**src/rtl/mips_cpu_bus_muldiv_unit.sv**
```systemverilog
// Iterative multiply/divide unit holding the HI/LO pair for the bus CPU.
// One shift-add or restoring shift-subtract step per cycle, sign fix-up at the end.
module mips_cpu_bus_muldiv_unit #(
  parameter int WIDTH = 32,
  parameter int CW    = 5
) (
  input  logic             clk,
  input  logic             reset,
  input  logic             op_valid,
  input  logic [CW-1:0]    control_alu,
  input  logic [WIDTH-1:0] op_a,
  input  logic [WIDTH-1:0] op_b,
  output logic             busy,
  output logic             done,
  output logic             div_zero,
  output logic [WIDTH-1:0] hi,
  output logic [WIDTH-1:0] lo
);

  localparam int CNTW = $clog2(WIDTH);
  localparam logic [CNTW-1:0] LAST = CNTW'(WIDTH - 1);

  localparam logic [CW-1:0] OP_DIVU  = CW'(4);
  localparam logic [CW-1:0] OP_DIV   = CW'(5);
  localparam logic [CW-1:0] OP_MULTU = CW'(7);
  localparam logic [CW-1:0] OP_MULT  = CW'(8);
  localparam logic [CW-1:0] OP_MTLO  = CW'(18);
  localparam logic [CW-1:0] OP_MTHI  = CW'(19);

  typedef enum logic [1:0] {S_IDLE, S_RUN, S_FIX, S_DONE} state_t;

  state_t               state_reg;
  logic [2*WIDTH-1:0]   acc_reg;
  logic [WIDTH-1:0]     m_reg;
  logic [CNTW-1:0]      cnt_reg;
  logic                 is_div_reg;
  logic                 sign_a_reg;
  logic                 sign_b_reg;
  logic                 busy_reg;
  logic                 done_reg;
  logic                 div_zero_reg;
  logic [WIDTH-1:0]     hi_reg;
  logic [WIDTH-1:0]     lo_reg;

  logic                 req_signed;
  logic [WIDTH-1:0]     abs_a;
  logic [WIDTH-1:0]     abs_b;
  logic [WIDTH:0]       mul_sum;
  logic [WIDTH:0]       rem_sh;
  logic [WIDTH:0]       rem_sub;
  logic                 rem_ge;
  logic [2*WIDTH-1:0]   step_next;
  logic [2*WIDTH-1:0]   prod_fix;
  logic [WIDTH-1:0]     quot_fix;
  logic [WIDTH-1:0]     rem_fix;

  always_comb begin
    req_signed = (control_alu == OP_DIV) || (control_alu == OP_MULT);
    abs_a      = (req_signed && op_a[WIDTH-1]) ? -op_a : op_a;
    abs_b      = (req_signed && op_b[WIDTH-1]) ? -op_b : op_b;

    // Multiply: add the multiplicand into the upper half when the current
    // multiplier bit is set, then shift right keeping the carry.
    mul_sum = {1'b0, acc_reg[2*WIDTH-1:WIDTH]} + {1'b0, (acc_reg[0] ? m_reg : {WIDTH{1'b0}})};

    // Divide: shift remainder:quotient left by one and try to subtract.
    rem_sh  = acc_reg[2*WIDTH-1:WIDTH-1];
    rem_ge  = rem_sh >= {1'b0, m_reg};
    rem_sub = rem_sh - {1'b0, m_reg};

    if (is_div_reg)
      step_next = {(rem_ge ? rem_sub[WIDTH-1:0] : rem_sh[WIDTH-1:0]), acc_reg[WIDTH-2:0], rem_ge};
    else
      step_next = {mul_sum, acc_reg[WIDTH-1:1]};

    prod_fix = (sign_a_reg != sign_b_reg) ? -acc_reg : acc_reg;
    quot_fix = (sign_a_reg != sign_b_reg) ? -acc_reg[WIDTH-1:0] : acc_reg[WIDTH-1:0];
    rem_fix  = sign_a_reg ? -acc_reg[2*WIDTH-1:WIDTH] : acc_reg[2*WIDTH-1:WIDTH];
  end

  always_ff @(posedge clk or negedge reset) begin
    if (!reset) begin
      state_reg    <= S_IDLE;
      acc_reg      <= '0;
      m_reg        <= '0;
      cnt_reg      <= '0;
      is_div_reg   <= 1'b0;
      sign_a_reg   <= 1'b0;
      sign_b_reg   <= 1'b0;
      busy_reg     <= 1'b0;
      done_reg     <= 1'b0;
      div_zero_reg <= 1'b0;
      hi_reg       <= '0;
      lo_reg       <= '0;
    end else begin
      done_reg     <= 1'b0;
      div_zero_reg <= 1'b0;
      case (state_reg)
        S_IDLE: begin
          if (op_valid) begin
            case (control_alu)
              OP_MTHI: hi_reg <= op_a;
              OP_MTLO: lo_reg <= op_a;
              OP_MULT, OP_MULTU: begin
                acc_reg    <= {{WIDTH{1'b0}}, abs_b};
                m_reg      <= abs_a;
                cnt_reg    <= '0;
                is_div_reg <= 1'b0;
                sign_a_reg <= req_signed && op_a[WIDTH-1];
                sign_b_reg <= req_signed && op_b[WIDTH-1];
                busy_reg   <= 1'b1;
                state_reg  <= S_RUN;
              end
              OP_DIV, OP_DIVU: begin
                if (op_b == '0) begin
                  done_reg     <= 1'b1;
                  div_zero_reg <= 1'b1;
                  state_reg    <= S_DONE;
                end else begin
                  acc_reg    <= {{WIDTH{1'b0}}, abs_a};
                  m_reg      <= abs_b;
                  cnt_reg    <= '0;
                  is_div_reg <= 1'b1;
                  sign_a_reg <= req_signed && op_a[WIDTH-1];
                  sign_b_reg <= req_signed && op_b[WIDTH-1];
                  busy_reg   <= 1'b1;
                  state_reg  <= S_RUN;
                end
              end
              default: ;
            endcase
          end
        end
        S_RUN: begin
          acc_reg <= step_next;
          if (cnt_reg == LAST) begin
            cnt_reg   <= '0;
            state_reg <= S_FIX;
          end else begin
            cnt_reg <= cnt_reg + 1'b1;
          end
        end
        S_FIX: begin
          if (is_div_reg) begin
            hi_reg <= rem_fix;
            lo_reg <= quot_fix;
          end else begin
            hi_reg <= prod_fix[2*WIDTH-1:WIDTH];
            lo_reg <= prod_fix[WIDTH-1:0];
          end
          busy_reg  <= 1'b0;
          done_reg  <= 1'b1;
          state_reg <= S_DONE;
        end
        default: state_reg <= S_IDLE;
      endcase
    end
  end

  assign busy     = busy_reg;
  assign done     = done_reg;
  assign div_zero = div_zero_reg;
  assign hi       = hi_reg;
  assign lo       = lo_reg;

endmodule

```
**config.mk**
```make
export PLATFORM = sky130hd
export DESIGN_NAME = mips_cpu_bus_muldiv_unit
export DESIGN_NICKNAME = d
export VERILOG_FILES = /design/src/rtl/mips_cpu_bus_muldiv_unit.sv
export SDC_FILE = /design/constraint.sdc
export NUM_CORES = 1
export LEC_CHECK = 0
export CORE_MARGIN = 2
export CORE_UTILIZATION = 54
export DETAILED_ROUTE_END_ITERATION = 10
export GPL_TIMING_DRIVEN = 0
export PLACE_DENSITY = 0.87
export SYNTH_ARGS = -nofsm -noshare
export SYNTH_HDL_FRONTEND = slang
export SYNTH_SLANG_ARGS = --single-unit
```
**constraint.sdc**
```tcl
create_clock -name clk -period 3.4 [get_ports clk]
set_input_delay 0.68 -clock clk [delete_from_list [all_inputs] [get_ports clk]]
set_output_delay 0.68 -clock clk [all_outputs]
set_load 0.01 [all_outputs]
```
# Word level (Yosys, flattened, before mapping)
# Cells that the tools add are included.
# W data, S select, Z words.
[word_totals]
inputBits = 72
elab_cells = 100
output_inout_bits = 67
regBits = 173
[classes]
mux = 46
magnitude_cmp = 1
n_addsub = 8
eq_ne = 17
n_reduce_logical = 16
[op_table]
columns = ["operator", "count"]
rows = [
  ["$mux W32", 13],
  ["$mux W64", 4],
  ["$pmux W64 S2", 2],
  ["$pmux W32 S2", 3],
  ["$neg A32 Y32", 4],
  ["$neg A64 Y64", 1],
  ["$add A32 B32 Y33", 1],
  ["$ge A33 B32 Y1", 1],
  ["$logic_not A32 Y1", 1],
  ["$sub A32 B32 Y32", 1],
  ["$pmux W5 S2", 2],
  ["$eq A5 B3 Y1 const B", 3],
  ["$eq A5 B5 Y1 const B", 3],
  ["$mux W5", 3],
  ["$pmux W1 S2", 6],
  ["$reduce_and A4 Y1", 3],
  ["$reduce_and A3 Y1", 3],
  ["$mux W1", 8],
  ["$mux W2", 3],
  ["$ne A2 B2 Y1 const B", 3],
  ["$pmux W2 S3", 1],
  ["$reduce_bool A2 Y1", 3],
  ["$add A5 B1 Y5 const B", 1],
  ["$eq A5 B4 Y1 const B", 1],
  ["other kinds (11)", 14],
]

# Logic depth before layout (Yosys ltp)
[depth]
word_depth = 8
ltp_mapped = 14
mapped_depth_nobuf = 13

# Worst setup path after synthesis
# No wires, ideal clock.
[synth_path]
path_type = "reg-to-reg"
from = "reg acc_reg[0]"
to = "reg acc_reg[62]"
required_ns = 3.268
arrival_ns = 3.322
setup_ns = 0.132
path_buffers = 2
stages_incl_launch_ff = 15
slack_ns = -0.054
synth_period_minus_slack_ns = 3.454
path_cell_list = "dfrtp_1 > inv_1 > buf_1 > nor2_1 > ha_1 > clkbuf_1 > and3_1 > or3b_1 > or4_1 > o211ai_1 > o31ai_1 > o311ai_1 > mux2i_1 > a21oi_1 > o211ai_1"
[synth_via]
elab_chain_len = 4
[synth_lines]
columns = ["element", "line_no", "rtl"]
rows = [
  ["start: declaration", "33", "logic [2*WIDTH-1:0] acc_reg;"],
  ["start signal: assignment", "105", "acc_reg <= {{WIDTH{1'b0}}, abs_b};"],
  ["start signal: assignment", "120", "acc_reg <= {{WIDTH{1'b0}}, abs_a};"],
  ["start signal: assignment", "135", "acc_reg <= step_next;"],
  ["$mux W32", "64", "mul_sum = {1'b0, acc_reg[2*WIDTH-1:WIDTH]} + {1'b0, (acc_reg[0] ? m_reg : {WIDTH{1'b0}})};"],
  ["$add A32 B32 Y33", "64", ""],
  ["$mux W64", "71", "if (is_div_reg)"],
  ["$pmux W64 S2", "98", "case (state_reg)"],
]
# Every way passes these cells.
# A chain may end at the register's enable or synchronous reset.

# Final worst setup path
[layout_path]
from = "in op_b[15]"
to = "reg acc_reg[27]"
[layout_via]
elab_chain_len = 5
elab_cells_between_ends = 8
cone_classes = "1 x add/sub; 1 x eq/ne; 4 x mux; 2 x reduce/logical"
[layout_lines]
columns = ["element", "line_no", "rtl"]
rows = [
  ["start: declaration", "12", "input logic [WIDTH-1:0] op_b,"],
  ["$neg A32 Y32", "60", "abs_b = (req_signed && op_b[WIDTH-1]) ? -op_b : op_b;"],
  ["$mux W32", "60", ""],
  ["$pmux W64 S2", "101", "case (control_alu)"],
  ["$mux W64", "100", "if (op_valid) begin"],
  ["$pmux W64 S2", "98", ""],
]
# Parallel ways exist; a longest one is shown, timed or not. The select of a mux whose other input is x is not followed.

==> metrics.md <==
| Metric | Value |
|---|---|
| Post-synth cell types | `between 90 and 100` |
| First-pass GRT wire length | `between 90000 and 100000 um` |
| Setup crit end kind | `register` |
| Final setup skew | `approximately 0.019 ns` |
| Final Cell Area | `about 19000 um^2` |
| Count of state elements after synthesis | `approximately 170` |
| Syn nets | `roughly 2200` |
| CP Max Fanout | `5` |
| Max reg flops | `64` |
| Worst hold margin | `roughly 0.15 ns` |
| Clock network fraction of design power | `10.8%` |
| Total Power | `roughly 20000 uW` |
| Critical path arrival | `approximately 3.8 ns` |
| Root Driver | `clkbuf_16` |
| Synth area leaders | `dfrtp_1, a21oi_1, ha_1` |
| Final worst path period share | `between 90% and 100%` |
| Yosys warning total | `0` |
| Async SR Flop Fraction | `100%` |
| Top delay family on crit path | `simple AND/OR/NAND/NOR gates` |
| Register area share after synthesis | `approximately 28%` |
| DRC | `0` |
| Total iterations of the first detailed-routing run | `8` |
| Area after DPL | `between 15000 and 20000 um^2` |
| Die width | `173 um` |
| Unrepaired setup endpoints after global routing | `true` |
| CP Launch Type | `primary input` |
| Worst-path clk slew | `approximately 0.080 ns` |
| Register area | `~4300 um^2` |
| Mapped Cells | `roughly 2000` |
| Grt total ovfl | `0` |
| Most frequently used flop master after synthesis | `dfrtp_1` |
| IO Pins | `~140` |
| Area Overhead vs Synth | `23.3%` |
| Vias in the first global route | `~16000` |
| Vias | `about 17000` |
| Sequential share of power | `about a fifth` |
| CP peak stage delay | `0.60 ns` |
| Total track usage | `40.9%` |
| Final setup viols | `0` |
| CTS Sinks | `between 150 and 200` |
| Yosys top cell by area | `dfrtp_1` |
| Pwr/cell area | `1050 nW/um^2` |
| Max-slew violation count | `0` |
| CP bufs+invs | `2` |
| Worst-Skew Late Latency | `approximately 0.45 ns` |
| Combinational share of power | `just under 70%` |
| Max-Slew Margin vs Limit | `16.8%` |
| Wire per inst | `about 24 um` |
| Die area | `between 30000 and 40000 um^2` |
| Mapped Area | `15500 um^2` |
| Average cell area after synthesis | `slightly below 8 um^2` |
| Core Area | `roughly 28000 um^2` |
| Post-CTS Hold Buffers | `0` |
| Critical-path cell list | `clkdlybuf4s50_1, or4_4, nor4b_4, buf_4, nand4_1, o31ai_1, xnor2_1, nor2_1, a211oi_1, a21oi_1, a21oi_1` |
| Pleak | `approximately 0.0080 uW` |
| Crit path required time | `3.77 ns` |
| Num rows | `a little over 60` |
| # fillers | `about 2400` |
| Internal Power | `roughly 9800 uW` |
| Die H | `about 170 um` |
| Multi-input logic area | `11000 um^2` |
| Share of cells above drive strength 1 | `11.9%` |
| Final Hold Viols | `0` |
| Fin nets | `between 2000 and 2500` |
| Total CTS buffers | `17` |
| Vias per cell | `6.66` |
| Max-cap violation count | `0` |
| H-tree Lvls | `4` |
| Peak Freq | `~290 MHz` |
| Clk buf depth | `2` |
| Most common cell type on the critical path | `a21oi_1` |
| Top cell type's share of synthesized area | `between 20% and 30%` |
| Worst slew pin tran | `around 1.2 ns` |
| Sw power | `~10000 uW` |
| Status | `finished, final reports clean` |
| Largest net degree at the start of global routing | `about 110` |
| Antenna violations before repair | `2` |
| Total Wirelength | `about 64000 um` |
| CTS tree | `built` |
| Peak VDD IR | `about 0.6 mV` |
| HPWL after detailed placement | `49000 um` |
| Layout Utilization | `about two thirds` |
| Initial detailed-routing violation count | `around 2400` |
| Crit path time final | `3.40 ns` |
| Post-synth EDFFs | `0` |
| CP max-delay cell | `or4_4` |
| Hold Crit Class | `primary input to asynchronous set/reset pin` |
| Initial Utilization | `54.4%` |
| Setup_tns | `0 ns` |
| Port Buffers | `between 100 and 150` |
| Final ANT Viol Nets | `0` |
| GP Congestion | `roughly 1.0` |
| Crit path kind | `primary input to register` |
| Switching Fraction | `a little over 50%` |
[Yosys cell counts (14+ instances only)]
master and count:
nor2_1 219, a21oi_1 195, nand2_1 191, dfrtp_1 173
o21ai_0 158, xnor2_1 95, clkbuf_1 90, ha_1 74
xor2_1 71, inv_1 69, a211oi_1 64, a21o_1 59
o21ai_1 44, nor3_1 41, nand3_1 36, mux2i_1 29
mux2_2 22, o211ai_1 22, o31ai_1 22, or3_1 20
a31oi_1 19, nor4_1 19, a22oi_1 16, nand2b_1 15
o21a_1 14
[area by class of cell]
cell class | count | area share [%]
diodes | 1 | 0.0131
clock buffers | 20 | 2.44
inverters | 70 | 1.39
flip-flops and latches | 173 | 22.7
plain buffers | 108 | 2.92
well taps | 384 | 2.52
clock inverters | 11 | 0.812
multi-input cells | 1642 | 57.7
repair buffers | 190 | 9.52
[metal layers]
layer | vias up | wire [um] | GRT usage [%]
met1 | 8194 | 25600 | 56.9
met3 | 235 | 7210 | 7.08
met5 | - | 0 | 0
met2 | 1214 | 27000 | 61.4
li1 | 7660 | - | -
met4 | 0 | 3820 | 20.4
[power by group through the flow]
| stage | logic, uW | registers, uW | clock network, uW |
|---|---|---|---|
| 6_report | 13700 | 4160 | 2170 |
| 5_1_grt | 14600 | 4220 | 2220 |
| 4_1_cts | 12600 | 4070 | 2140 |
| 3_5_place_dp | 11900 | 4130 | 0 |
| 3_3_place_gp | 11700 | 4080 | 0 |
| 2_1_floorplan | 8040 | 3880 | 0 |
[cells in the final DEF (no fill, tap or decap), drive strengths merged, types with 21 or more instances in the layout]
cell type and count:
a211oi 64, nand2 192, a21oi 195, inv 72, nor4 21, mux2 22, nand3 38, clkdlybuf4s50 135
o31ai 22, clkbuf 100, xor2 71, o211ai 22, o21ai 203, nor2 220, nor3 42, mux2i 29
dfrtp 173, xnor2 95, ha 74, a21o 59, buf 81
[worst register-to-register path, stage by stage (launching register included)]
cell,delay (ns)
dfrtp_2,0.45
inv_4,0.13
buf_8,0.15
nor2_1,0.08
ha_4,0.31
and3_4,0.19
or3b_1,0.36
or4_1,0.48
o211ai_1,0.17
buf_4,0.18
o31ai_4,0.11
o311ai_2,0.26
mux2i_1,0.11
a21oi_1,0.19
o211ai_1,0.11
[logic make-up (layout without fill, tap and decap cells)]
family                     count (synthesis)  in the layout  share of synthesized area [%]
adders and majority gates                 76             76                           6.23
AOI/OAI and AO/OA                        703            703                           28.4
and+or+nand+nor                          646            646                           19.7
other                                      0              1                              0
xor gates and xnor gates                 166            166                           9.38
DFF                                      173            173                           27.9
muxes                                     51             51                           3.47
buffers and inverters                    188            399                           4.78
[per-stage QoR]
| step | setup slack [ns] | std cells |
|---|---|---|
| 3_5_place_dp | -1.26 | 2526 |
| 4_1_cts | -0.00280 | 2568 |
| 6_report | 0.000322 | 2599 |
| 5_1_grt | -0.0959 | 2598 |
| 3_3_place_gp | -5.46 | 2525 |
| 2_1_floorplan | 0.0647 | 2003 |
[repair_timing]
action | CTS | global route
gates cloned | 0 | 0
setup buffers | 17 | 34
gates resized for setup | 93 | 90
setup endpoints to repair | 122 | 97
pin swaps | 15 | 33
[final timing paths]
path | start | to | slack [ns] | cells after the start
setup / recovery | op_b[15] | acc_reg[27]$_DFFE_PN0P_ | 0.0003 | 11
hold / removal | reset | hi[18]$_DFFE_PN0P_ | 0.15 | 1
setup reg to reg | acc_reg[0]$_DFFE_PN0P_ | acc_reg[62]$_DFFE_PN0P_ | 0.0003 | 14
hold reg to reg | hi[26]$_DFFE_PN0P_ | hi[26]$_DFFE_PN0P_ | 0.48 | 1
max in group asynchronous | reset | acc_reg[35]$_DFFE_PN0P_ | 2.23 | 2
min in group clk | hi[26]$_DFFE_PN0P_ | hi[26]$_DFFE_PN0P_ | 0.48 | 1
Power figures use the tool's default switching activity.
